**src/rtl/multicycle_pkg.sv**
```systemverilog
`default_nettype none
// ============================================================================
// Module : multicycle_pkg
// Brief  : Shared types and encodings for the multi-cycle RV32I control path.
// Rev    : 1.0 - initial release
// ============================================================================
package multicycle_pkg;

    typedef enum logic [3:0] {
        IDLE     = 4'd0,
        FETCH    = 4'd1,
        DECODE   = 4'd2,
        MEMADR   = 4'd3,
        MEMREAD  = 4'd4,
        MEMWB    = 4'd5,
        MEMWRITE = 4'd6,
        EXECR    = 4'd7,
        EXECI    = 4'd8,
        ALUWB    = 4'd9,
        JAL      = 4'd10,
        BRANCH   = 4'd11,
        TRAP     = 4'd12
    } state_t;

    localparam logic [6:0] c_op_lw     = 7'b0000011;
    localparam logic [6:0] c_op_ialu   = 7'b0010011;
    localparam logic [6:0] c_op_sw     = 7'b0100011;
    localparam logic [6:0] c_op_r      = 7'b0110011;
    localparam logic [6:0] c_op_branch = 7'b1100011;
    localparam logic [6:0] c_op_jal    = 7'b1101111;

    // Shared with the immediate extender
    localparam logic [1:0] c_imm_i = 2'd0;
    localparam logic [1:0] c_imm_s = 2'd1;
    localparam logic [1:0] c_imm_b = 2'd2;
    localparam logic [1:0] c_imm_j = 2'd3;

    localparam logic [1:0] c_res_aluout = 2'b00;
    localparam logic [1:0] c_res_data   = 2'b01;
    localparam logic [1:0] c_res_alures = 2'b10;

    localparam logic [1:0] c_srca_pc    = 2'b00;
    localparam logic [1:0] c_srca_oldpc = 2'b01;
    localparam logic [1:0] c_srca_rs1   = 2'b10;

    localparam logic [1:0] c_srcb_rs2  = 2'b00;
    localparam logic [1:0] c_srcb_imm  = 2'b01;
    localparam logic [1:0] c_srcb_four = 2'b10;

    localparam logic [1:0] c_aluop_add   = 2'b00;
    localparam logic [1:0] c_aluop_sub   = 2'b01;
    localparam logic [1:0] c_aluop_funct = 2'b10;

endpackage
`default_nettype wire

```
**src/rtl/multicycle_ctrl_if.sv**
```systemverilog
`default_nettype none
// ============================================================================
// Module : multicycle_ctrl_if
// Brief  : Controller <-> datapath signal bundle; master is the controller.
// Rev    : 1.0 - initial release
// ============================================================================
interface multicycle_ctrl_if;
    logic [6:0]  op;
    logic [2:0]  funct3;
    logic        Zero;
    logic        memReady;
    logic        PCWrite;
    logic        AdrSrc;
    logic        MemWrite;
    logic        IRWrite;
    logic [1:0]  ResultSrc;
    logic [1:0]  ALUSrcA;
    logic [1:0]  ALUSrcB;
    logic [1:0]  ALUOp;
    logic        RegWrite;
    logic [1:0]  ImmSrc;
    logic        MemReq;
    logic        Trap;
    logic        TrapCause;
    logic [31:0] InstRet;

    modport master (
        input  op, funct3, Zero, memReady,
        output PCWrite, AdrSrc, MemWrite, IRWrite, ResultSrc, ALUSrcA, ALUSrcB,
               ALUOp, RegWrite, ImmSrc, MemReq, Trap, TrapCause, InstRet
    );

    modport slave (
        output op, funct3, Zero, memReady,
        input  PCWrite, AdrSrc, MemWrite, IRWrite, ResultSrc, ALUSrcA, ALUSrcB,
               ALUOp, RegWrite, ImmSrc, MemReq, Trap, TrapCause, InstRet
    );
endinterface
`default_nettype wire

```
**src/rtl/multicycle_ctrl_imm_src_dec.sv**
```systemverilog
`default_nettype none
// ============================================================================
// Module : imm_src_dec
// Brief  : Opcode to immediate-format decoder, shared with the single-cycle core.
// Rev    : 1.0 - initial release
// ============================================================================
module imm_src_dec
    import multicycle_pkg::*;
(
    input  wire logic [6:0] i_op,
    output logic      [1:0] o_imm_src
);

    always_comb begin
        o_imm_src = c_imm_i;
        case (i_op)
            c_op_sw:     o_imm_src = c_imm_s;
            c_op_branch: o_imm_src = c_imm_b;
            c_op_jal:    o_imm_src = c_imm_j;
            default:     o_imm_src = c_imm_i;
        endcase
    end

endmodule
`default_nettype wire

```
**src/rtl/multicycle_ctrl.sv**
```systemverilog
`default_nettype none
// ============================================================================
// Module : multicycle_ctrl
// Brief  : Multi-cycle RV32I main control FSM with memory watchdog and InstRet.
// Rev    : 1.0 - initial release
// ============================================================================
module multicycle_ctrl
    import multicycle_pkg::*;
#(
    parameter int MEM_TIMEOUT = 255,
    parameter int TO_W        = 8
) (
    input  wire logic         clk,
    input  wire logic         rst_n,
    multicycle_ctrl_if.master ctrl
);

    state_t          r_state;
    state_t          w_state_next;
    logic [TO_W-1:0] r_wd;
    logic            r_trap_cause;
    logic [31:0]     r_instret;

    logic            w_wait_state;
    logic            w_timeout;
    logic            w_retire;
    logic            w_pc_update;
    logic            w_branch;
    logic            w_adr_src;
    logic            w_mem_write;
    logic            w_ir_write;
    logic            w_reg_write;
    logic            w_mem_req;
    logic            w_trap;
    logic [1:0]      w_result_src;
    logic [1:0]      w_alu_src_a;
    logic [1:0]      w_alu_src_b;
    logic [1:0]      w_alu_op;
    logic [1:0]      w_imm_src;

    imm_src_dec u_imm_src_dec (
        .i_op      (ctrl.op),
        .o_imm_src (w_imm_src)
    );

    assign w_wait_state = (r_state == FETCH) || (r_state == MEMREAD) || (r_state == MEMWRITE);
    // memReady on the limit cycle still completes the access
    assign w_timeout    = w_wait_state && !ctrl.memReady && (r_wd == TO_W'(MEM_TIMEOUT));
    assign w_retire     = (w_state_next == FETCH) &&
                          ((r_state == MEMWB) || (r_state == MEMWRITE) ||
                           (r_state == ALUWB) || (r_state == BRANCH));

    always_ff @(posedge clk or negedge rst_n) begin
        if (!rst_n) begin
            r_state <= IDLE;
        end else begin
            r_state <= w_state_next;
        end
    end

    always_comb begin
        w_state_next = r_state;
        case (r_state)
            IDLE:   w_state_next = FETCH;
            FETCH: begin
                if (w_timeout)          w_state_next = TRAP;
                else if (ctrl.memReady) w_state_next = DECODE;
            end
            DECODE: begin
                case (ctrl.op)
                    c_op_lw, c_op_sw: w_state_next = MEMADR;
                    c_op_r:           w_state_next = EXECR;
                    c_op_ialu:        w_state_next = EXECI;
                    c_op_jal:         w_state_next = JAL;
                    c_op_branch:      w_state_next = (ctrl.funct3[2:1] == 2'b00) ? BRANCH : TRAP;
                    default:          w_state_next = TRAP;
                endcase
            end
            MEMADR: w_state_next = (ctrl.op == c_op_sw) ? MEMWRITE : MEMREAD;
            MEMREAD: begin
                if (w_timeout)          w_state_next = TRAP;
                else if (ctrl.memReady) w_state_next = MEMWB;
            end
            MEMWB:  w_state_next = FETCH;
            MEMWRITE: begin
                if (w_timeout)          w_state_next = TRAP;
                else if (ctrl.memReady) w_state_next = FETCH;
            end
            EXECR:  w_state_next = ALUWB;
            EXECI:  w_state_next = ALUWB;
            ALUWB:  w_state_next = FETCH;
            JAL:    w_state_next = ALUWB;
            BRANCH: w_state_next = FETCH;
            TRAP:   w_state_next = TRAP;
            default: w_state_next = IDLE;
        endcase
    end

    always_comb begin
        w_pc_update  = 1'b0;
        w_branch     = 1'b0;
        w_adr_src    = 1'b0;
        w_mem_write  = 1'b0;
        w_ir_write   = 1'b0;
        w_reg_write  = 1'b0;
        w_mem_req    = 1'b0;
        w_trap       = 1'b0;
        w_result_src = c_res_aluout;
        w_alu_src_a  = c_srca_pc;
        w_alu_src_b  = c_srcb_rs2;
        w_alu_op     = c_aluop_add;
        case (r_state)
            FETCH: begin
                w_mem_req    = 1'b1;
                w_alu_src_b  = c_srcb_four;
                w_result_src = c_res_alures;
                w_ir_write   = ctrl.memReady;
                w_pc_update  = ctrl.memReady;
            end
            DECODE: begin
                w_alu_src_a = c_srca_oldpc;
                w_alu_src_b = c_srcb_imm;
            end
            MEMADR: begin
                w_alu_src_a = c_srca_rs1;
                w_alu_src_b = c_srcb_imm;
            end
            MEMREAD: begin
                w_adr_src = 1'b1;
                w_mem_req = 1'b1;
            end
            MEMWB: begin
                w_result_src = c_res_data;
                w_reg_write  = 1'b1;
            end
            MEMWRITE: begin
                w_adr_src   = 1'b1;
                w_mem_req   = 1'b1;
                w_mem_write = 1'b1;
            end
            EXECR: begin
                w_alu_src_a = c_srca_rs1;
                w_alu_op    = c_aluop_funct;
            end
            EXECI: begin
                w_alu_src_a = c_srca_rs1;
                w_alu_src_b = c_srcb_imm;
                w_alu_op    = c_aluop_funct;
            end
            ALUWB:  w_reg_write = 1'b1;
            JAL: begin
                w_alu_src_a = c_srca_oldpc;
                w_alu_src_b = c_srcb_four;
                w_pc_update = 1'b1;
            end
            BRANCH: begin
                w_alu_src_a = c_srca_rs1;
                w_alu_op    = c_aluop_sub;
                w_branch    = 1'b1;
            end
            TRAP:   w_trap = 1'b1;
            default: ;
        endcase
    end

    // The counter restarts whenever the FSM changes state, covering every entry
    always_ff @(posedge clk or negedge rst_n) begin
        if (!rst_n) begin
            r_wd <= '0;
        end else if (w_state_next != r_state) begin
            r_wd <= '0;
        end else if (w_wait_state && !ctrl.memReady) begin
            r_wd <= r_wd + 1'b1;
        end
    end

    // Illegal instructions are only detected in DECODE; every other entry is a timeout
    always_ff @(posedge clk or negedge rst_n) begin
        if (!rst_n) begin
            r_trap_cause <= 1'b0;
        end else if ((w_state_next == TRAP) && (r_state != TRAP)) begin
            r_trap_cause <= (r_state != DECODE);
        end
    end

    always_ff @(posedge clk or negedge rst_n) begin
        if (!rst_n) begin
            r_instret <= '0;
        end else if (w_retire) begin
            r_instret <= r_instret + 32'd1;
        end
    end

    assign ctrl.PCWrite   = w_pc_update | (w_branch & (ctrl.Zero ^ ctrl.funct3[0]));
    assign ctrl.AdrSrc    = w_adr_src;
    assign ctrl.MemWrite  = w_mem_write;
    assign ctrl.IRWrite   = w_ir_write;
    assign ctrl.ResultSrc = w_result_src;
    assign ctrl.ALUSrcA   = w_alu_src_a;
    assign ctrl.ALUSrcB   = w_alu_src_b;
    assign ctrl.ALUOp     = w_alu_op;
    assign ctrl.RegWrite  = w_reg_write;
    assign ctrl.ImmSrc    = w_imm_src;
    assign ctrl.MemReq    = w_mem_req;
    assign ctrl.Trap      = w_trap;
    assign ctrl.TrapCause = r_trap_cause;
    assign ctrl.InstRet   = r_instret;

endmodule
`default_nettype wire

```
**src/flat_wrapper.sv**
```systemverilog
// flat-port wrapper written by rule: the top's interface ports become plain ports
module multicycle_ctrl_flat import multicycle_pkg::*;
#(
    parameter int MEM_TIMEOUT = 255,
    parameter int TO_W        = 8
)
  (clk, rst_n, ctrl_op, ctrl_funct3, ctrl_Zero, ctrl_memReady, ctrl_PCWrite, ctrl_AdrSrc, ctrl_MemWrite, ctrl_IRWrite, ctrl_ResultSrc, ctrl_ALUSrcA, ctrl_ALUSrcB, ctrl_ALUOp, ctrl_RegWrite, ctrl_ImmSrc, ctrl_MemReq, ctrl_Trap, ctrl_TrapCause, ctrl_InstRet);
  multicycle_ctrl_if ctrl_i ();
  input  wire logic clk;
  input  wire logic rst_n;
  input wire logic [$bits(ctrl_i.op)-1:0] ctrl_op;
  input wire logic [$bits(ctrl_i.funct3)-1:0] ctrl_funct3;
  input wire logic [$bits(ctrl_i.Zero)-1:0] ctrl_Zero;
  input wire logic [$bits(ctrl_i.memReady)-1:0] ctrl_memReady;
  output wire logic [$bits(ctrl_i.PCWrite)-1:0] ctrl_PCWrite;
  output wire logic [$bits(ctrl_i.AdrSrc)-1:0] ctrl_AdrSrc;
  output wire logic [$bits(ctrl_i.MemWrite)-1:0] ctrl_MemWrite;
  output wire logic [$bits(ctrl_i.IRWrite)-1:0] ctrl_IRWrite;
  output wire logic [$bits(ctrl_i.ResultSrc)-1:0] ctrl_ResultSrc;
  output wire logic [$bits(ctrl_i.ALUSrcA)-1:0] ctrl_ALUSrcA;
  output wire logic [$bits(ctrl_i.ALUSrcB)-1:0] ctrl_ALUSrcB;
  output wire logic [$bits(ctrl_i.ALUOp)-1:0] ctrl_ALUOp;
  output wire logic [$bits(ctrl_i.RegWrite)-1:0] ctrl_RegWrite;
  output wire logic [$bits(ctrl_i.ImmSrc)-1:0] ctrl_ImmSrc;
  output wire logic [$bits(ctrl_i.MemReq)-1:0] ctrl_MemReq;
  output wire logic [$bits(ctrl_i.Trap)-1:0] ctrl_Trap;
  output wire logic [$bits(ctrl_i.TrapCause)-1:0] ctrl_TrapCause;
  output wire logic [$bits(ctrl_i.InstRet)-1:0] ctrl_InstRet;
  assign ctrl_i.op = ctrl_op;
  assign ctrl_i.funct3 = ctrl_funct3;
  assign ctrl_i.Zero = ctrl_Zero;
  assign ctrl_i.memReady = ctrl_memReady;
  assign ctrl_PCWrite = ctrl_i.PCWrite;
  assign ctrl_AdrSrc = ctrl_i.AdrSrc;
  assign ctrl_MemWrite = ctrl_i.MemWrite;
  assign ctrl_IRWrite = ctrl_i.IRWrite;
  assign ctrl_ResultSrc = ctrl_i.ResultSrc;
  assign ctrl_ALUSrcA = ctrl_i.ALUSrcA;
  assign ctrl_ALUSrcB = ctrl_i.ALUSrcB;
  assign ctrl_ALUOp = ctrl_i.ALUOp;
  assign ctrl_RegWrite = ctrl_i.RegWrite;
  assign ctrl_ImmSrc = ctrl_i.ImmSrc;
  assign ctrl_MemReq = ctrl_i.MemReq;
  assign ctrl_Trap = ctrl_i.Trap;
  assign ctrl_TrapCause = ctrl_i.TrapCause;
  assign ctrl_InstRet = ctrl_i.InstRet;
  multicycle_ctrl #(.MEM_TIMEOUT(MEM_TIMEOUT), .TO_W(TO_W)) u_core (.clk(clk), .rst_n(rst_n), .ctrl(ctrl_i));
endmodule
```
**config.mk**
```make
export PLATFORM = sky130hd
export DESIGN_NAME = multicycle_ctrl_flat
export DESIGN_NICKNAME = d
export VERILOG_FILES = /design/src/rtl/multicycle_pkg.sv /design/src/rtl/multicycle_ctrl_if.sv /design/src/rtl/multicycle_ctrl_imm_src_dec.sv /design/src/rtl/multicycle_ctrl.sv /design/src/flat_wrapper.sv
export SDC_FILE = /design/constraint.sdc
export NUM_CORES = 1
export LEC_CHECK = 0
export ABC_AREA = 1
export BUFFER_PORTS_ARGS = -buffer_cell sky130_fd_sc_hd__buf_2
export CAP_MARGIN = 40
export CORE_MARGIN = 2
export CORE_UTILIZATION = 59
export DETAILED_ROUTE_END_ITERATION = 8
export PLACE_DENSITY = 0.95
export SKIP_CTS_REPAIR_TIMING = 1
export SLEW_MARGIN = 20
export SYNTH_ARGS = -nofsm -noshare
export SYNTH_HDL_FRONTEND = slang
export SYNTH_SLANG_ARGS = --single-unit
```
**constraint.sdc**
```tcl
create_clock -name clk -period 3.4 [get_ports clk]
set_input_delay 0.68 -clock clk [delete_from_list [all_inputs] [get_ports clk]]
set_output_delay 0.68 -clock clk [all_outputs]
set_load 0.1 [all_outputs]
```
==> impl_metrics.ini <==
[clock_tree]
clk_latency_ns = 0.30
clkTransAtPathRegs_ns = 0.08
cts_buffer_depth = 2
cts_sinks = 45
htree_levels = 2
cts_made_buffers = 5
root_buffer = clkbuf_8
tritoncts = done

[timing]
slew_violations = 0
hold_viol = 0
max_freq_mhz = 388
finalCritPeriodShare_pct = 75.8
relSlewSlack_pct = 65.0
fin_crit_ns = 2.58
tightestPinTransition_ns = 0.525
rsz0062_at_grt = false
setup_violations = 0
skew_ns = 0.00754

[place]
placed_cell_area_um2 = 3250
dp_hpwl_um = 5260
place_inst = 507
globalplace.congestion = 0.971
port_buffers = 63

[critical_path]
critical-path-slowest-cell = dfrtp_1
cp-endpoint = ctrl_PCWrite
path_class = reg -> out
path_delay_family = buffers and inverters
r2r_slack_ns = 1.26
critPathMaxStageDelay_ns = 0.46
path_depth = 6
reg2reg_to = u_core.ctrl.InstRet[9]$_DFFE_PN0P_
crit_chain = inv_1 > nand2_1 > nor2_4 > inv_1 > o211ai_1 > buf_2
reg2reg_from = u_core.r_state[2]$_DFF_PN0_
crit_path_max_fanout = 8
worstPathRequired_ns = 2.72
cp-startpoint = u_core.r_state[2]$_DFF_PN0_
worstSetupEndpointType = output port
cpMostUsedCell = inv_1
cp.arrival_ns = 1.90
reg2regPathDepth = 9
crit_path_start_kind = flip-flop
crit_buf_inv = 3

[synthesis]
synth.area.top_cells = dfrtp_1, nand2_1, xor2_1
synth.cell_area_um2 = 2870
yosysSeqAreaShare_pct = 39.3
avgSynthCellArea_um2 = 7.30
syn-num-nets = 409
synth-seq-cells = 45
syn_inst = 393
ys_warn_count = 0
synth_top_area_cell = dfrtp_1
ys_types = 32
synth_top_cell_area_share_pct = 39.3

[status]
outcome = finished clean

[die]
start_util_pct = 61.1
die_h_um = 73.7
io_pins = 64
core.rowCount = 25
coreArea_um2 = 4690
die_w_um = 73.7
dieArea_um2 = 5430

[drt]
initialDrtViolationCount = 272
num_vias = 2844
wl_um = 6890
drc = 0
wl_per_cell_um = 13.4
postRouteAntennaNets = 0
first_pass_iters = 6
avgViaCountPerCell = 5.53

[power_and_ir_drop]
seqPwrFrac_pct = 27.2
peakVddDrop_v = 0.000542
swShare_pct = 59.3
switchingPower_mw = 1.47
leakage_nw = 1.86
combPwrFrac_pct = 59.0
clkPwrFrac_pct = 13.7
powerDensity_nw_per_um2 = 742
p_int_mw = 1.01

[global_routing]
grt_max_degree = 25
antenna_found_initial = 0
grt_overflow = 0
grt_pass1_vias = 2656
track_usage_pct = 27.7
grt_pass1_wl_um = 11600

[job]
maxCapViolations = 0

[layout]
mostFrequentLayoutCell = nand2_1
layout_common_cells = nand2_1, buf_2, nor2_1, dfrtp_1, inv_1
finalNonFillerCells = 514
num-fill-cells = 358
final_cell_area_um2 = 3340
drive_gt1_share_pct = 19.8
n_antenna_cell = 0
final_nets = 476
area_delta_synth_final_pct = 16.4

[min_path]
worstHoldPathType = in -> async
## sequential cells by signal, indices dropped and copies added (netlist names)
signal	cells
u_core.ctrl.InstRet	32
u_core.ctrl.TrapCause	1
u_core.r_state	4
u_core.r_wd	8
## routing by layer
| metal | global-route usage (%) | vias to the layer above | part of all wire [%] |
|---|---|---|---|
| met3 | 5.62 | 15 | 5.8 |
| met5 | 0 | - | 0 |
| met4 | 10.9 | 0 | 1.8 |
| met1 | 35.8 | 1333 | 44 |
| met2 | 45.3 | 105 | 49 |
| li1 | - | 1391 | - |
## cell usage after synthesis (all sizes together)
cell      n
buf       4
o22ai     2
o21ai    10
nor2     58
nand4    15
xor2     25
nor4      1
clkinv    1
nand3    32
xnor2    10
nand2   117
ha        2
o211ai    1
mux2i     1
dfrtp    45
nand3b    1
nor3     20
inv      46
a211oi    1
or2       1
## worst register-to-register path: stages (launching register included)
cell and delay, ns:
dfrtp_1 0.47, inv_1 0.14, nand2_1 0.20, nand2_1 0.11, o22ai_1 0.27, nand3_4 0.13, nand2_4 0.24, inv_2 0.20
nand2_1 0.13, xor2_1 0.17
## worst min path at each step
| stage | start | endpoint | cells after the start | slack [ns] |
|---|---|---|---|---|
| floorplan | rst_n | u_core.ctrl.InstRet[0]$_DFFE_PN0P_ | 0 | 0.38 |
| global placement | u_core.ctrl.TrapCause$_DFFE_PN0P_ | u_core.ctrl.TrapCause$_DFFE_PN0P_ | 2 | 0.47 |
| detailed placement | u_core.ctrl.TrapCause$_DFFE_PN0P_ | u_core.ctrl.TrapCause$_DFFE_PN0P_ | 2 | 0.49 |
| CTS | rst_n | u_core.ctrl.InstRet[27]$_DFFE_PN0P_ | 1 | 0.36 |
| global route | rst_n | u_core.r_wd[7]$_DFFE_PN0P_ | 1 | 0.39 |
| finish | rst_n | u_core.ctrl.InstRet[27]$_DFFE_PN0P_ | 1 | 0.35 |
## stage by stage
step | TNS (ns) | hold slack [ns] | utilization, % | power [mW] | setup WS, ns
2_1_floorplan | -0.148 | 0.384 | - | 1.92 | -0.128
4_1_cts | 0 | 0.361 | 71.1 | 2.48 | 0.836
5_1_grt | 0 | 0.385 | 71.1 | 2.59 | 0.707
6_report | 0 | 0.350 | 71.1 | 2.48 | 0.824
3_5_place_dp | 0 | 0.489 | 69.3 | 2.13 | 0.942
3_3_place_gp | 0 | 0.468 | 68.7 | 2.10 | 1.09
## cells by family (layout without fill, tap and decap cells)
logic type | after synthesis | after routing | synth area share (%)
muxes | 1 | 1 | 0.349
buffers and inverters | 51 | 118 | 7.37
and+or+nand+nor | 245 | 245 | 38.5
adders and majority gates | 2 | 2 | 0.872
xor gates and xnor gates | 35 | 35 | 10.7
DFF | 45 | 45 | 39.3
AOI/OAI and AO/OA | 14 | 14 | 2.97
## area by class of cell
| cell class | instances | area, um2 | area share, % |
|---|---|---|---|
| Multi-Input combinational cell | 297 | 1540 | 46.1 |
| Sequential cell | 45 | 1130 | 33.7 |
| Timing Repair Buffer | 64 | 343 | 10.3 |
| Inverter | 47 | 176 | 5.29 |
| Clock buffer | 7 | 86.3 | 2.59 |
| Tap cell | 54 | 67.6 | 2.02 |
## power by group through the flow
| stage | Combinational, mW | Clock, mW | Sequential (mW) |
|---|---|---|---|
| 2_1_floorplan | 1.01 | 0 | 0.905 |
| 3_5_place_dp | 1.45 | 0 | 0.681 |
| 4_1_cts | 1.46 | 0.344 | 0.673 |
| 3_3_place_gp | 1.42 | 0 | 0.681 |
| 6_report | 1.46 | 0.340 | 0.674 |
| 5_1_grt | 1.55 | 0.363 | 0.685 |
Power figures use the tool's default switching activity.
